[config.mk]
export PLATFORM = sky130hd
export DESIGN_NAME = ksa_mwadd
export DESIGN_NICKNAME = d
export VERILOG_FILES = /design/src/rtl/ksa_mwadd.sv
export SDC_FILE = /design/constraint.sdc
export NUM_CORES = 1
export LEC_CHECK = 0
export ABC_AREA = 1
export BUFFER_PORTS_ARGS = -buffer_cell sky130_fd_sc_hd__buf_2
export CAP_MARGIN = 20
export CORE_ASPECT_RATIO = 0.6
export CORE_MARGIN = 3
export CORE_UTILIZATION = 45
export DETAILED_ROUTE_END_ITERATION = 10
export PLACE_DENSITY = 0.71
export SYNTH_ARGS = -nofsm -noshare
export SYNTH_HDL_FRONTEND = slang
export SYNTH_SLANG_ARGS = --single-unit
[constraint.sdc]
create_clock -name clk -period 5.8 [get_ports clk]
set_input_delay 0.58 -clock clk [delete_from_list [all_inputs] [get_ports clk]]
set_output_delay 0.58 -clock clk [all_outputs]
set_load 0.01 [all_outputs]
[src/rtl/ksa_mwadd.sv]
// Multi-word adder: streams operand word pairs (LS word first) through a
// 16-bit Kogge-Stone adder, chaining the carry between words of an operation,
// with a one-entry output register, framing checks and a length limit.

// 16-bit radix-2 Kogge-Stone prefix adder, purely combinational.
module ksa_mwadd_ksa16 (
  input  logic [15:0] a,
  input  logic [15:0] b,
  input  logic        ci,
  output logic [15:0] s,
  output logic        co
);
  logic [15:0] g_init;
  logic [15:0] p_init;
  logic [15:0] g_pre;

  genvar gi;
  generate
    for (gi = 0; gi < 16; gi++) begin : g_bit
      assign p_init[gi] = a[gi] ^ b[gi];
      // Fold the carry-in into bit 0 so every prefix G is a true carry-out.
      if (gi == 0) begin : g_lsb
        assign g_init[gi] = (a[gi] & b[gi]) | (p_init[gi] & ci);
        assign s[gi]      = p_init[gi] ^ ci;
      end else begin : g_upper
        assign g_init[gi] = a[gi] & b[gi];
        assign s[gi]      = p_init[gi] ^ g_pre[gi-1];
      end
    end
  endgenerate

  // Four prefix levels (span 1,2,4,8); descending bit order keeps each level
  // reading the previous level's values while updating in place.
  always_comb begin
    logic [15:0] g_v;
    logic [15:0] p_v;
    g_v = g_init;
    p_v = p_init;
    for (int lvl = 0; lvl < 4; lvl++) begin
      for (int i = 15; i >= (1 << lvl); i--) begin
        g_v[i] = g_v[i] | (p_v[i] & g_v[i - (1 << lvl)]);
        p_v[i] = p_v[i] & p_v[i - (1 << lvl)];
      end
    end
    g_pre = g_v;
  end

  assign co = g_pre[15];
endmodule

module ksa_mwadd #(
  parameter  int WMAX = 8,
  localparam int IW   = $clog2(WMAX)
) (
  input  logic          clk,
  input  logic          rst_n,
  input  logic          in_valid,
  output logic          in_ready,
  input  logic [15:0]   in_a,
  input  logic [15:0]   in_b,
  input  logic          in_first,
  input  logic          in_last,
  input  logic          in_ci,
  output logic          out_valid,
  input  logic          out_ready,
  output logic [15:0]   out_s,
  output logic [IW-1:0] out_idx,
  output logic          out_last,
  output logic          out_co,
  output logic          err_seq,
  output logic          err_len
);
  typedef enum logic {S_IDLE, S_BUSY} state_t;

  state_t        state_q, state_d;
  logic          carry_q, carry_d;
  logic [IW-1:0] idx_q, idx_d;
  logic          out_valid_q, out_valid_d;
  logic [15:0]   out_s_q, out_s_d;
  logic [IW-1:0] out_idx_q, out_idx_d;
  logic          out_last_q, out_last_d;
  logic          out_co_q, out_co_d;
  logic          err_seq_q, err_seq_d;
  logic          err_len_q, err_len_d;

  logic          accept;
  logic          word_start;
  logic          word_ci;
  logic [IW-1:0] word_idx;
  logic          word_hit_len;
  logic          word_closes;
  logic [15:0]   word_s;
  logic          word_co;

  // One-entry output register: room whenever it is empty or being drained.
  assign in_ready = ~out_valid_q | out_ready;
  assign accept   = in_valid & in_ready;

  // A word starts a new operation when none is open or when it claims first.
  assign word_start   = (state_q == S_IDLE) | in_first;
  assign word_ci      = word_start ? in_ci : carry_q;
  assign word_idx     = word_start ? '0 : idx_q + IW'(1);
  assign word_hit_len = ~in_last & (word_idx == IW'(WMAX - 1));
  assign word_closes  = in_last | word_hit_len;

  ksa_mwadd_ksa16 u_ksa (
    .a  (in_a),
    .b  (in_b),
    .ci (word_ci),
    .s  (word_s),
    .co (word_co)
  );

  // Next-state: capture an accepted word, otherwise drain or hold the result.
  always_comb begin
    state_d     = state_q;
    carry_d     = carry_q;
    idx_d       = idx_q;
    out_valid_d = out_valid_q & ~out_ready;
    out_s_d     = out_s_q;
    out_idx_d   = out_idx_q;
    out_last_d  = out_last_q;
    out_co_d    = out_co_q;
    err_seq_d   = 1'b0;
    err_len_d   = 1'b0;
    if (accept) begin
      out_valid_d = 1'b1;
      out_s_d     = word_s;
      out_idx_d   = word_idx;
      out_last_d  = word_closes;
      out_co_d    = word_closes & word_co;
      carry_d     = word_co;
      idx_d       = word_idx;
      state_d     = word_closes ? S_IDLE : S_BUSY;
      err_seq_d   = (state_q == S_IDLE) ? ~in_first : in_first;
      err_len_d   = word_hit_len;
    end
  end

  // State and output registers with asynchronous clear.
  always_ff @(posedge clk or negedge rst_n) begin
    if (!rst_n) begin
      state_q     <= S_IDLE;
      carry_q     <= 1'b0;
      idx_q       <= '0;
      out_valid_q <= 1'b0;
      out_s_q     <= '0;
      out_idx_q   <= '0;
      out_last_q  <= 1'b0;
      out_co_q    <= 1'b0;
      err_seq_q   <= 1'b0;
      err_len_q   <= 1'b0;
    end else begin
      state_q     <= state_d;
      carry_q     <= carry_d;
      idx_q       <= idx_d;
      out_valid_q <= out_valid_d;
      out_s_q     <= out_s_d;
      out_idx_q   <= out_idx_d;
      out_last_q  <= out_last_d;
      out_co_q    <= out_co_d;
      err_seq_q   <= err_seq_d;
      err_len_q   <= err_len_d;
    end
  end

  assign out_valid = out_valid_q;
  assign out_s     = out_s_q;
  assign out_idx   = out_idx_q;
  assign out_last  = out_last_q;
  assign out_co    = out_co_q;
  assign err_seq   = err_seq_q;
  assign err_len   = err_len_q;
endmodule

### Word-level counts from Yosys, hierarchy flattened

Cells that the tools add are included.
Widths: inputs -> output; s select.

* $add $sub $neg: 1
* equal/unequal tests: 1
* mux-type cells: 7
* bitwise operators: 194

Operators with widths (number)
* $and 1x1->1: 104
* $or 1x1->1: 53
* $xor 1x1->1: 32
* $mux 1: 6
* $not 1->1: 5
* $add 3x1->3 const B: 1
* $eq 3x3->1 const B: 1
* $mux 3: 1

* flip-flop bits (word level): 26
* input bits: 39

### Longest topological paths before layout

* word-level depth: 14
* depth in mapped cells: 14

### Modules after synthesis

Synthesis repeated with hierarchy kept, for this count alone.

* cells, all modules: 308
* area, all modules: 2084.5 µm²

By module, submodules not included
* ksa_mwadd: times used 1, cells an instance 124, area an instance 1104.8 µm²
* ksa_mwadd_ksa16: times used 1, cells an instance 184, area an instance 979.7 µm²

### Least setup slack after synthesis

Ideal clock, no wire load.

* kind: input -> register
* start: input port in_first
* end: register out_s_q[12] (netlist: out_s[12])
* arrival: 2.296 ns
* data required time: 5.683 ns
* path slack: 3.387 ns
* stages on the path: 13
* path buffers: 0
* path through: inv_1 > ha_1 > mux2i_1 > fa_1 > fa_1 > inv_1 > nand3_1 > nand3_1 > nand3_1 > nand3_1 > nand2_1 > nand3_1 > nand2_1

* longest elaborated chain between the ends: 11

RTL lines
* from (decl): line 61 `input logic in_first,`
* $or 1x1->1: line 100 `assign word_start = (state_q == S_IDLE) | in_first;`
* $mux 1: line 101 `assign word_ci = word_start ? in_ci : carry_q;`
* $and 1x1->1: line 23 `assign g_init[gi] = (a[gi] & b[gi]) | (p_init[gi] & ci);`
* $or 1x1->1: line 23
* $and 1x1->1: line 41 `g_v[i] = g_v[i] | (p_v[i] & g_v[i - (1 << lvl)]);`
* $or 1x1->1: line 41
* $and 1x1->1: line 41
* $or 1x1->1: line 41
* $and 1x1->1: line 41
* $or 1x1->1: line 41
* $xor 1x1->1: line 27 `assign s[gi] = p_init[gi] ^ g_pre[gi-1];`
* to (signal assigned): line 158 `out_s_q <= out_s_d;`
* to (decl): line 79 `logic [15:0] out_s_q, out_s_d;`

No other way between the ends.
A chain may end at the register's enable or synchronous reset.

### Final worst setup path

* start: input port in_first
* end: register out_co_q (netlist: out_co)

* longest elaborated chain between the ends: 13
* elaborated cells between the ends (all ways): 17

RTL lines
* $or 1x1->1 (*): line 100
* $mux 1: line 101
* $and 1x1->1: line 23
* $or 1x1->1: line 23
* $and 1x1->1: line 41
* $or 1x1->1: line 41
* $and 1x1->1: line 41
* $or 1x1->1: line 41
* $and 1x1->1: line 41
* $or 1x1->1: line 41
* $and 1x1->1: line 41
* $or 1x1->1: line 41
* $and 1x1->1 (*): line 131 `out_co_d = word_closes & word_co;`
* to (signal assigned): line 161 `out_co_q <= out_co_d;`
* to (decl): line 82 `logic out_co_q, out_co_d;`

Mark *: on every way between the ends. The rest lies on a longest branch, timed or not.

==> impl_metrics.csv <==
group,metric,value,unit
status,status,"finished clean",
detailed_routing,dr_total_vias,1994,
setup_path,cpMostUsedCell,"nand2_1",
yosys,synth_edf_count,0,
timing,fin_skew,10.5,ps
clock_network,cts_root_buf,"clkbuf_8",
yosys,synth_flop_cell,"dfrtp_1",
global_routing,overflow,0,
yosys,syn_area,2090,µm²
yosys,ys_ff_latch,26,
clock_network,cts_buffers,3,
timing,timing.fmax,0.415,GHz
timing,finalSetupViolCount,0,
place,dpl.cell_count,427,
timing,layout_setup_ws,3390,ps
yosys,yosys-top-cells-area,"dfrtp_1 (31%), nand2_1 (21%), ha_1 (10%)",
clock_network,path_clk_slew,90,ps
yosys,yosys_warnings,0,
detailed_routing,vias_per_cell,4.63,
setup_path,cpMaxStageDelayCell,"fa_1",
place,io_buffer_count,63,
global_routing,antenna_found_initial,0,
yosys,syn_area_per_cell,6.77,µm²
yosys,synth_fp_nets,366,
setup_path,critical_path_class,"in2reg",
yosys,netlist_instances,308,
clock_network,post-cts-setup-buffers,0,
global_routing,grtUsageTotal,17.9,%
setup_path,endpoint_kind,"register",
clock_network,clk_latency,270,ps
place,pre_cts_ws,3100,ps
floorplan,die-area,5510,µm²
floorplan,fp-row-count,18,
layout,final_util,59.1,%
power_and_ir_drop,leakage,0.00152,µW
setup_path,critical_path_buf_inv_count,3,
yosys,synth_cell_types,28,
setup_path,path_max_fanout,3,
timing,hold_viol,0,
yosys,synth-seq-area-share,31.2,%
place,placed_area,2460,µm²
power_and_ir_drop,vdd_ir_drop_max,0.0996,mV
global_routing,grt_pass1_vias,1773,
yosys,yosys.area.top_type_share,31.2,%
detailed_routing,ant_nets,0,
clock_network,cts_buffer_depth,2,
clock_network,cts_sinks,26,
clock_network,cts_hold_buf,0,
timing,finalCritPeriodShare,41.5,%
global_routing,grt_pass1_wl,7.96,mm
setup_path,slowest_delay,420,ps
setup_path,critPathTopFamily,"adder cells",
floorplan,die_height,58.7,µm
layout,fin_area,2530,µm²
floorplan,start_util,48.7,%
setup_path,cp.arrival,2620,ps
detailed_routing,wire_per_inst,10.7,µm
flow_run,max-cap-violations,0,
layout,synthToLayoutAreaGrowth,21.2,%
timing,worstMarginPinSlew,543,ps
detailed_routing,first_pass_iters,4,
floorplan,core_area,4280,µm²
timing,drv_slew,0,
place,gp_congestion,0.885,
place,hpwl,3.97,mm
layout,layout-drive-gt1-share,24.8,%
layout,nets,430,
setup_path,path_cells,"buf_2 > inv_1 > ha_1 > mux2i_1 > fa_1 > fa_1 > inv_1 > nand3_1 > nand3_1 > nand2_1 > nand3_1 > nand2_1 > nand2_1 > nand2_1 > nand2_1",
layout,fillers,446,
timing,max-slew-margin-rel,63.8,%
timing,rsz0062_at_grt,"no",
detailed_routing,drc,0,
global_routing,grt_max_degree,35,
clock_network,htreeDepth,1,
yosys,async_flop_share,100,%
yosys,synth_top_area_cell,"dfrtp_1",
layout,diodes,0,
clock_network,ctsResizeCount,0,
detailed_routing,wl,4.60,mm
power_and_ir_drop,powerDensity,232,nW/µm²
timing,finalSetupTns,0,ps
clock_network,cts_tree,"built",
setup_path,critPathRequiredTime,6010,ps
worst_hold_path,hp-class,"in2async",
floorplan,pin_count,64,
layout,layout.cells.non_filler,431,
floorplan,die-width,93.9,µm
detailed_routing,drtIter0Drc,60,
setup_path,start_kind,"input port",
timing,fin_crit,2410,ps
==> worst register-to-register path: cells and delay by family, from the launching register on <==
kind / cells / cell delay (ps)
muxes: 1 / 140
DFF: 1 / 390
and+or+nand+nor: 8 / 630
buffers and inverters: 1 / 90
adders and majority gates: 3 / 1060
==> layer usage <==
metal,up-vias,wire length [µm],global-route usage [%]
li1,1069,-,-
met1,856,2430,28.6
met2,67,1770,26.0
met3,2,370,2.55
met4,0,23,2.47
met5,-,0,0
==> area by class of cell <==
cell class | instances | area (µm²) | area share [%]
multi-input cells | 224 | 1210 | 48.0
flip-flops and latches | 26 | 651 | 25.7
repair buffers | 63 | 315 | 12.5
inverters | 54 | 203 | 8.02
well taps | 60 | 75.1 | 2.97
clock buffers | 3 | 41.3 | 1.63
clock inverters | 1 | 30.0 | 1.19
==> registers in the layout (all words and copies together) (netlist names) <==
name,flops
err_seq,1
out_s,16
carry_q,1
out_co,1
err_len,1
out_idx,3
out_last,1
state_q,1
out_valid,1
==> cell families after synthesis <==
kind of cell | share of synthesized area [%]
fa+ha+maj | 12.1
mux | 0.480
simple gates | 38.1
flops | 31.2
compound gates | 5.40
buf+inv | 10.6
xor+xnor | 2.10
==> per-stage QoR <==
step | total power, µW | hold WS [ps]
5_1_grt | 634 | 331
4_1_cts | 593 | 303
3_5_place_dp | 446 | 462
3_3_place_gp | 442 | 462
2_1_floorplan | 371 | 284
6_report | 587 | 281
==> final timing paths <==
check	startpoint	to	slack (ps)	cells past startpoint
setup reg to reg	state_q$_DFFE_PN0P_	out_co$_DFFE_PN0P_	3440	13
hold / removal	rst_n	out_idx[2]$_DFFE_PN0P_	280	1
setup / recovery	in_first	out_co$_DFFE_PN0P_	3390	15
min in group clk	in_last	err_len$_DFF_PN0_	480	2
max in group asynchronous	rst_n	carry_q$_DFFE_PN0P_	5150	1
hold reg to reg	out_s[15]$_DFFE_PN0P_	out_s[15]$_DFFE_PN0P_	480	2
==> synthesized netlist by cell type (all sizes together) (2+ instances only) <==
master / number
dfrtp: 26
fa: 2
ha: 17
xnor2: 4
nor3: 5
nand2: 127
inv: 54
a21oi: 8
buf: 3
nand3b: 2
nor2: 22
o21ai: 11
nand3: 21
==> layout by cell type, fill, tap and decap left out, types with 3 or more instances in the layout <==
cell type / netlist / final
nand2_1: 116 / 116
buf_2: 3 / 63
inv_1: 50 / 50
dfrtp_1: 26 / 26
nor2_1: 20 / 20
nand3_1: 19 / 19
ha_1: 17 / 17
nand2_2: 8 / 8
o21ai_0: 8 / 8
a21oi_1: 5 / 5
xnor2_1: 4 / 4
inv_2: 4 / 4
nand2_4: 3 / 3
nor3_2: 3 / 3
a21oi_2: 3 / 3
o21ai_1: 3 / 3
clkbuf_8: 0 / 3
==> power by group <==
group	switching, µW	internal [µW]
Sequential	17.1	212
Combinational	127	84.7
Clock	53.8	92.3
(Power assumes the default switching activity.)
